$ cat src/rtl/dmem_sized_wait.sv
// Byte-addressable data memory with sized loads/stores; ready pulses WAIT_CYCLES+1 cycles after capture, one access per WAIT_CYCLES+2 cycles.
// No backpressure beyond the request/ready handshake. Optional macro DMEM_MISALIGN_CHECK_EN flags misaligned accesses instead of masking.
`timescale 1ns/1ps
module dmem_sized_wait #(
  parameter int DEPTH       = 64,
  parameter int WAIT_CYCLES = 0,
  parameter int AW          = $clog2(DEPTH) + 2
) (
  input  logic          clk,
  input  logic          rst,
  input  logic          MemRead,
  input  logic          MemWrite,
  input  logic [2:0]    func3,
  input  logic [AW-1:0] addr,
  input  logic [31:0]   data_in,
  output logic [31:0]   data_out,
  output logic          ready,
  output logic          misaligned
);

  typedef enum logic [1:0] {S_IDLE, S_WAIT, S_RESP} state_t;

  localparam logic [3:0] CNT_INIT = (WAIT_CYCLES > 0) ? 4'(WAIT_CYCLES - 1) : 4'd0;

  state_t          state_q, state_d;
  logic [3:0]      cnt_q, cnt_d;
  logic            wr_q, wr_d;
  logic [2:0]      f3_q, f3_d;
  logic [AW-1:0]   addr_q, addr_d;
  logic [31:0]     wdat_q, wdat_d;
  logic [31:0]     dout_q, dout_d;
  logic            mis_q, mis_d;
  logic [31:0]     mem [DEPTH];

  logic            req;
  logic            commit;
  logic            acc_wr;
  logic [2:0]      acc_f3;
  logic [AW-1:0]   acc_addr;
  logic [31:0]     acc_wdat;
  logic            is_byte, is_half, is_word;
  logic            acc_mis;
  logic [AW-1:0]   eff_addr;
  logic [AW-3:0]   word_idx;
  logic [1:0]      lane;
  logic [31:0]     rword, rshift, ld_val;
  logic [3:0]      be;
  logic [31:0]     wd;

  assign req = MemRead | MemWrite;

  // With zero wait states the commit edge is the capture edge, so use the live inputs.
  always_comb begin
    acc_wr   = wr_q;
    acc_f3   = f3_q;
    acc_addr = addr_q;
    acc_wdat = wdat_q;
    if (state_q == S_IDLE) begin
      acc_wr   = MemWrite;
      acc_f3   = func3;
      acc_addr = addr;
      acc_wdat = data_in;
    end
  end

  assign is_byte = (acc_f3[1:0] == 2'b00);
  assign is_half = (acc_f3[1:0] == 2'b01);
  assign is_word = !is_byte && !is_half;

`ifdef DMEM_MISALIGN_CHECK_EN
  assign acc_mis  = (is_half && acc_addr[0]) || (is_word && (acc_addr[1:0] != 2'b00));
  assign eff_addr = acc_addr;
`else
  assign acc_mis  = 1'b0;
  assign eff_addr = {acc_addr[AW-1:2],
                     is_word ? 1'b0 : acc_addr[1],
                     (is_word || is_half) ? 1'b0 : acc_addr[0]};
`endif

  assign word_idx = eff_addr[AW-1:2];
  assign lane     = eff_addr[1:0];
  assign rword    = mem[word_idx];
  assign rshift   = rword >> {lane, 3'b000};

  always_comb begin
    ld_val = rword;
    be     = 4'b1111;
    wd     = acc_wdat;
    if (is_byte) begin
      ld_val = acc_f3[2] ? {24'd0, rshift[7:0]} : {{24{rshift[7]}}, rshift[7:0]};
      be     = 4'b0001 << lane;
      wd     = {4{acc_wdat[7:0]}};
    end else if (is_half) begin
      ld_val = acc_f3[2] ? {16'd0, rshift[15:0]} : {{16{rshift[15]}}, rshift[15:0]};
      be     = lane[1] ? 4'b1100 : 4'b0011;
      wd     = {2{acc_wdat[15:0]}};
    end
  end

  // State register
  always_ff @(posedge clk) begin
    if (rst) begin
      state_q <= S_IDLE;
      cnt_q   <= 4'd0;
      wr_q    <= 1'b0;
      f3_q    <= 3'd0;
      addr_q  <= '0;
      wdat_q  <= 32'd0;
      dout_q  <= 32'd0;
      mis_q   <= 1'b0;
    end else begin
      state_q <= state_d;
      cnt_q   <= cnt_d;
      wr_q    <= wr_d;
      f3_q    <= f3_d;
      addr_q  <= addr_d;
      wdat_q  <= wdat_d;
      dout_q  <= dout_d;
      mis_q   <= mis_d;
    end
  end

  // Next-state logic
  always_comb begin
    state_d = state_q;
    cnt_d   = cnt_q;
    wr_d    = wr_q;
    f3_d    = f3_q;
    addr_d  = addr_q;
    wdat_d  = wdat_q;
    case (state_q)
      S_IDLE: begin
        if (req) begin
          wr_d    = MemWrite;
          f3_d    = func3;
          addr_d  = addr;
          wdat_d  = data_in;
          cnt_d   = CNT_INIT;
          state_d = (WAIT_CYCLES == 0) ? S_RESP : S_WAIT;
        end
      end
      S_WAIT: begin
        if (cnt_q == 4'd0) state_d = S_RESP;
        else               cnt_d   = cnt_q - 4'd1;
      end
      default: state_d = S_IDLE;
    endcase
  end

  assign commit = (state_d == S_RESP) && (state_q != S_RESP) && !rst;

  always_comb begin
    dout_d = dout_q;
    mis_d  = mis_q;
    if (commit) begin
      mis_d = acc_mis;
      if (!acc_wr && !acc_mis) dout_d = ld_val;
    end
  end

  // Array has no reset so it maps onto plain RAM.
  always_ff @(posedge clk) begin
    if (commit && acc_wr && !acc_mis) begin
      for (int b = 0; b < 4; b++) begin
        if (be[b]) mem[word_idx][8*b +: 8] <= wd[8*b +: 8];
      end
    end
  end

  // Outputs
  always_comb begin
    ready      = (state_q == S_RESP);
    data_out   = dout_q;
    misaligned = mis_q;
  end

endmodule

$ cat config.mk
export PLATFORM = sky130hd
export DESIGN_NAME = dmem_sized_wait
export DESIGN_NICKNAME = d
export VERILOG_FILES = /design/src/rtl/dmem_sized_wait.sv
export SDC_FILE = /design/constraint.sdc
export NUM_CORES = 2
export LEC_CHECK = 0
export CELL_PAD_IN_SITES_DETAIL_PLACEMENT = 1
export CELL_PAD_IN_SITES_GLOBAL_PLACEMENT = 1
export CORE_ASPECT_RATIO = 1.2
export CORE_MARGIN = 1.5
export CORE_UTILIZATION = 57
export CTS_CLUSTER_SIZE = 14
export DETAILED_ROUTE_END_ITERATION = 10
export PLACE_DENSITY = 0.9
export SLEW_MARGIN = 5
export SYNTH_ARGS = -nofsm -noshare
export SYNTH_HDL_FRONTEND = slang
export SYNTH_SLANG_ARGS = --single-unit
$ cat constraint.sdc
create_clock -name clk -period 15.8 [get_ports clk]
set_input_delay 1.58 -clock clk [delete_from_list [all_inputs] [get_ports clk]]
set_output_delay 1.58 -clock clk [all_outputs]
set_load 0.01 [all_outputs]
==> results of run 1 <==
kinds of logic after synthesis:
logic type / after synthesis / share of synthesized area
buffers and inverters: 400 / 0.0210
adders and majority gates: 1 / 0.000153
AOI/OAI and AO/OA: 1402 / 0.126
xor gates and xnor gates: 2 / 0.000214
muxes: 201 / 0.0254
and+or+nand+nor: 1032 / 0.0580
DFF: 2130 / 0.770
other: 1 / 0.0000457
synth_stat cells (89+ instances only):
master and n:
edfxtp_1 2048, o22ai_1 173, a31oi_1 89, clkbuf_1 209
o21ai_0 116, nand2_1 395, a22oi_1 270, nor3_1 237
buf_2 127, a21oi_1 167, mux2i_1 158, nor2_1 195
metrics by stage:
step | hold WS, ns | setup slack [ns]
after CTS | 0.474 | 8.44
after floorplan | 0.433 | 10.51
after global placement | 0.441 | 8.27
after detailed placement | 0.452 | 7.83
metal layers:
layer / GRT overflow / track usage
met5: 4 / 0.515
met4: 83 / 0.668
met3: 5 / 0.671
met2: 83 / 0.847
met1: 8 / 0.708
==> reports/metrics.cfg, run 1 <==
[global_routing]
grt.total_usage=0.730
antenna_found_initial=100
overflow=183
grt_max_degree=122

[placed_design]
dp_hpwl_mm=193
io_buffers=79
dp_cells=7100
routabilityCongestion=0.944
placed_cell_area_um2=86700

[synthesis]
synth_edf_count=2048
synth_ff_type=edfxtp_1
synthCells=5169
synth_nets=5217
ys.warnings.count=0
postSynth.asyncResetShare=0
synth_area_leaders=edfxtp_1 75%, a22oi_1 2.5%, dfxtp_1 2.0%, mux2i_1 1.9%, nand2_1 1.8%
synth.distinct_cells=101
synth.avg_cell_area_um2=15.9
synthDominantAreaCellType=edfxtp_1
synth_area_um2=82000
synth_seq_cells=2130
yosysTopAreaCellShare=0.750
ys_seq_area_frac=0.770

[run_status]
haltStage=5_1_grt
error_line=[ERROR GRT-0232] Routing congestion too high. Check the congestion heatmap in the GUI.
run_status=aborted with a tool error

[clocking]
cts_hold_buf=0
ctsResizeCount=0
cts_setup_buffers=0
cts.sinks=2130
cts_buffer_depth=3
cts_max_level=4
root_buffer=clkbuf_16
numCtsBuffers=188

[die]
die-height_um=419
fp-row-count=152
io_pins=81
die_width_um=349
start_util=0.574

==> run 2: changes to the inputs <==
==> config.mk (replaced) <==
export PLATFORM = sky130hd
export DESIGN_NAME = dmem_sized_wait
export DESIGN_NICKNAME = d
export VERILOG_FILES = /design/src/rtl/dmem_sized_wait.sv
export SDC_FILE = /design/constraint.sdc
export NUM_CORES = 2
export LEC_CHECK = 0
export CORE_MARGIN = 1.5
export CORE_UTILIZATION = 40
export DETAILED_ROUTE_END_ITERATION = 10
export PLACE_DENSITY_LB_ADDON = 0.15
export SLEW_MARGIN = 5
export SYNTH_ARGS = -nofsm -noshare
export SYNTH_HDL_FRONTEND = slang
export SYNTH_SLANG_ARGS = --single-unit
==> run 2 against run 1 <==
  * The flow now finishes without violations
  * Synthesized cell count did not move
  * Synthesized area did not move
==> reports/metrics.cfg, run 2 <==
[run_status]
run_status=finished clean  ; was aborted with a tool error

[setup_path]
max_stage_delay_ns=0.84
critPathKind=primary input to flip-flop
crit_chain=clkdlybuf4s50_1 > buf_4 > nor3b_2 > buf_4 > nor2_4 > buf_4 > buf_12 > buf_4 > mux2_2 > a222oi_1 > o21ai_0 > a2111oi_1 > nand4_1 > a222oi_1 > a211oi_1
worstSetupEndpointType=flip-flop
cp_data_arrival_time_ns=7.37
cpMostUsedCell=buf_4
cp_slowest_cell=a2111oi_1
cp_max_fo=105
start_kind=primary input
required_ns=16.52

[die]
fp.coreArea_um2=204000
io_pins=81  ; unchanged
die_area_um2=208000
die_width_um=456  ; was 349 um
die-height_um=456  ; was 419 um
start_util=0.402  ; was 0.574
fp-row-count=166  ; was 152

[routing]
ant_nets=0
wl_mm=292
drt-pass1-iter-count=8
wl_per_cell_um=35.5
vias=52538
drcViolationCount=0
vias_per_cell=6.39
first_iter_violations=7572

[placed_design]
io_buffers=79  ; unchanged
post-place-ws_ns=8.35  ; was 7.83 ns
dp_hpwl_mm=173  ; was 193 mm
routabilityCongestion=0.889  ; was 0.944

[sta]
rsz0062_at_grt=no
tightest_slew_ns=1.35
fin_crit_sh=0.421
timing.fmax_mhz=150
finalWorstSetupSlack_ns=9.15
worst_clock_skew_ns=0.0355
min_period_ns=6.65
tns_ns=0
hold_viol_final=0
maxSlewViolCount=0
slew_headroom=0.0969
setup_violations=0

[global_routing]
overflow=0
grt_pass1_wl_mm=405
grt_max_degree=106
grt_pass1_vias=49880
grt.total_usage=0.275
antenna_found_initial=10

[layout]
regArea_um2=63100
multi_input_area_um2=18200
largest_reg_flops=2048
fillers=17538
area_growth_syn_to_layout_pct=15.4
final_common_cell=edfxtp_1
mostFrequentLayoutCells=2048 x edfxtp_1, 380 x nand2_1, 268 x buf_4
fin_nets=5397
top_register=mem
drive_gt1_frac=0.147

[synthesis]
synth.avg_cell_area_um2=15.9  ; unchanged
yosys-top-cells-count=2048 x edfxtp_1, 395 x nand2_1, 270 x a22oi_1, 237 x nor3_1, 209 x clkbuf_1  ; unchanged
synthCells=5169  ; unchanged
synth_area_um2=82000  ; unchanged
synth_seq_cells=2130  ; unchanged
synth_area_leaders=edfxtp_1 75%, a22oi_1 2.5%, dfxtp_1 2.0%, mux2i_1 1.9%, nand2_1 1.8%  ; unchanged
synth_ff_type=edfxtp_1  ; unchanged
ys_seq_area_frac=0.770  ; unchanged
synthDominantAreaCellType=edfxtp_1  ; unchanged
yosysTopAreaCellShare=0.750  ; unchanged
yosysMostFrequentCell=edfxtp_1  ; unchanged
synth.distinct_cells=101  ; unchanged
synth_edf_count=2048  ; unchanged
ys.warnings.count=0  ; unchanged
postSynth.asyncResetShare=0  ; unchanged
synth_nets=5217  ; unchanged

[pwr]
p_leak_nw=29.6
powerDensity_nw_per_um2=137
peakVddDrop_uv=87.1

[clocking]
cts_tree=done
cts_hold_buf=0  ; unchanged
cts.sinks=2130  ; unchanged
ctsResizeCount=0  ; unchanged
cts_max_level=4  ; unchanged
clock_latency_ns=0.89
root_buffer=clkbuf_16  ; unchanged
clk_pin_slew_ns=0.06
numCtsBuffers=213  ; was 188
cts_setup_buffers=0  ; unchanged
cts_buffer_depth=3  ; unchanged

[worst_hold_path]
hp-class=flip-flop to flip-flop

[run]
drv_cap=0

-- run 2: cell families after synthesis --
group,share of synthesized area
AO/OA/AOI/OAI,0.126
XOR/XNOR,0.000214
adder cells (fa/ha/maj),0.000153
buffers and inverters,0.0210
flip-flops,0.770
multiplexers,0.0254
other,0.0000457
AND/OR/NAND/NOR,0.0580
-- run 2: layout make-up --
| cell class | count | share of cell area |
|---|---|---|
| diodes | 3 | 0.0000793 |
| clock buffers | 263 | 0.0586 |
| clock inverters | 137 | 0.0147 |
| inverters | 9 | 0.000357 |
| multi-input cells | 2639 | 0.193 |
| flip-flops and latches | 2130 | 0.667 |
| well taps | 2688 | 0.0355 |
| repair buffers | 356 | 0.0314 |
-- run 2: worst paths after layout --
check,start,to,slack (ns),depth (start not counted)
worst min register to register,wdat_q[6]$_SDFFE_PP0P_,wdat_q[6]$_SDFFE_PP0P_,0.45,2
worst min-delay path,wdat_q[6]$_SDFFE_PP0P_,wdat_q[6]$_SDFFE_PP0P_,0.45,2
worst max register to register,state_q[1]$_SDFF_PP0_,data_out[2]$_SDFFE_PP0P_,9.73,13
worst max-delay path,addr[2],data_out[2]$_SDFFE_PP0P_,9.15,15
-- run 2: critical path, delay by kind of cell --
| family | cells | cell delay, ns |
|---|---|---|
| multiplexers | 1 | 0.40 |
| AND/OR/NAND/NOR | 3 | 0.69 |
| AO/OA/AOI/OAI | 5 | 1.71 |
| buffers and inverters | 6 | 2.73 |
-- run 2: layer usage --
layer,GRT usage,vias to the layer above,part of all wire
met5,0,-,0.000093
met1,0.398,27439,0.42
met2,0.419,3159,0.45
met4,0.0874,4,0.032
li1,-,21465,-
met3,0.0528,471,0.10
-- run 2: metrics by stage --
stage,util,std cells,instance area (um2),hold slack (ns),total power [W]
floorplan,-,5169,82000,0.433,0.00722
finish,0.464,8225,94700,0.454,0.0129
global placement,0.430,7822,87700,0.441,0.00792
detailed placement,0.430,7822,87700,0.446,0.00793
CTS,0.464,8222,94700,0.455,0.0130
global route,0.464,8223,94700,0.469,0.0132
-- run 2: report_power, final --
| part | internal (W) | switching, W | total, W |
|---|---|---|---|
| clock | 0.00289 | 0.00221 | 0.00509 |
| sequential | 0.00639 | 0.0000272 | 0.00642 |
| combinational | 0.000324 | 0.00110 | 0.00143 |
| total | 0.00960 | 0.00334 | 0.0129 |
No activity file was read; power rests on OpenSTA's default activity.
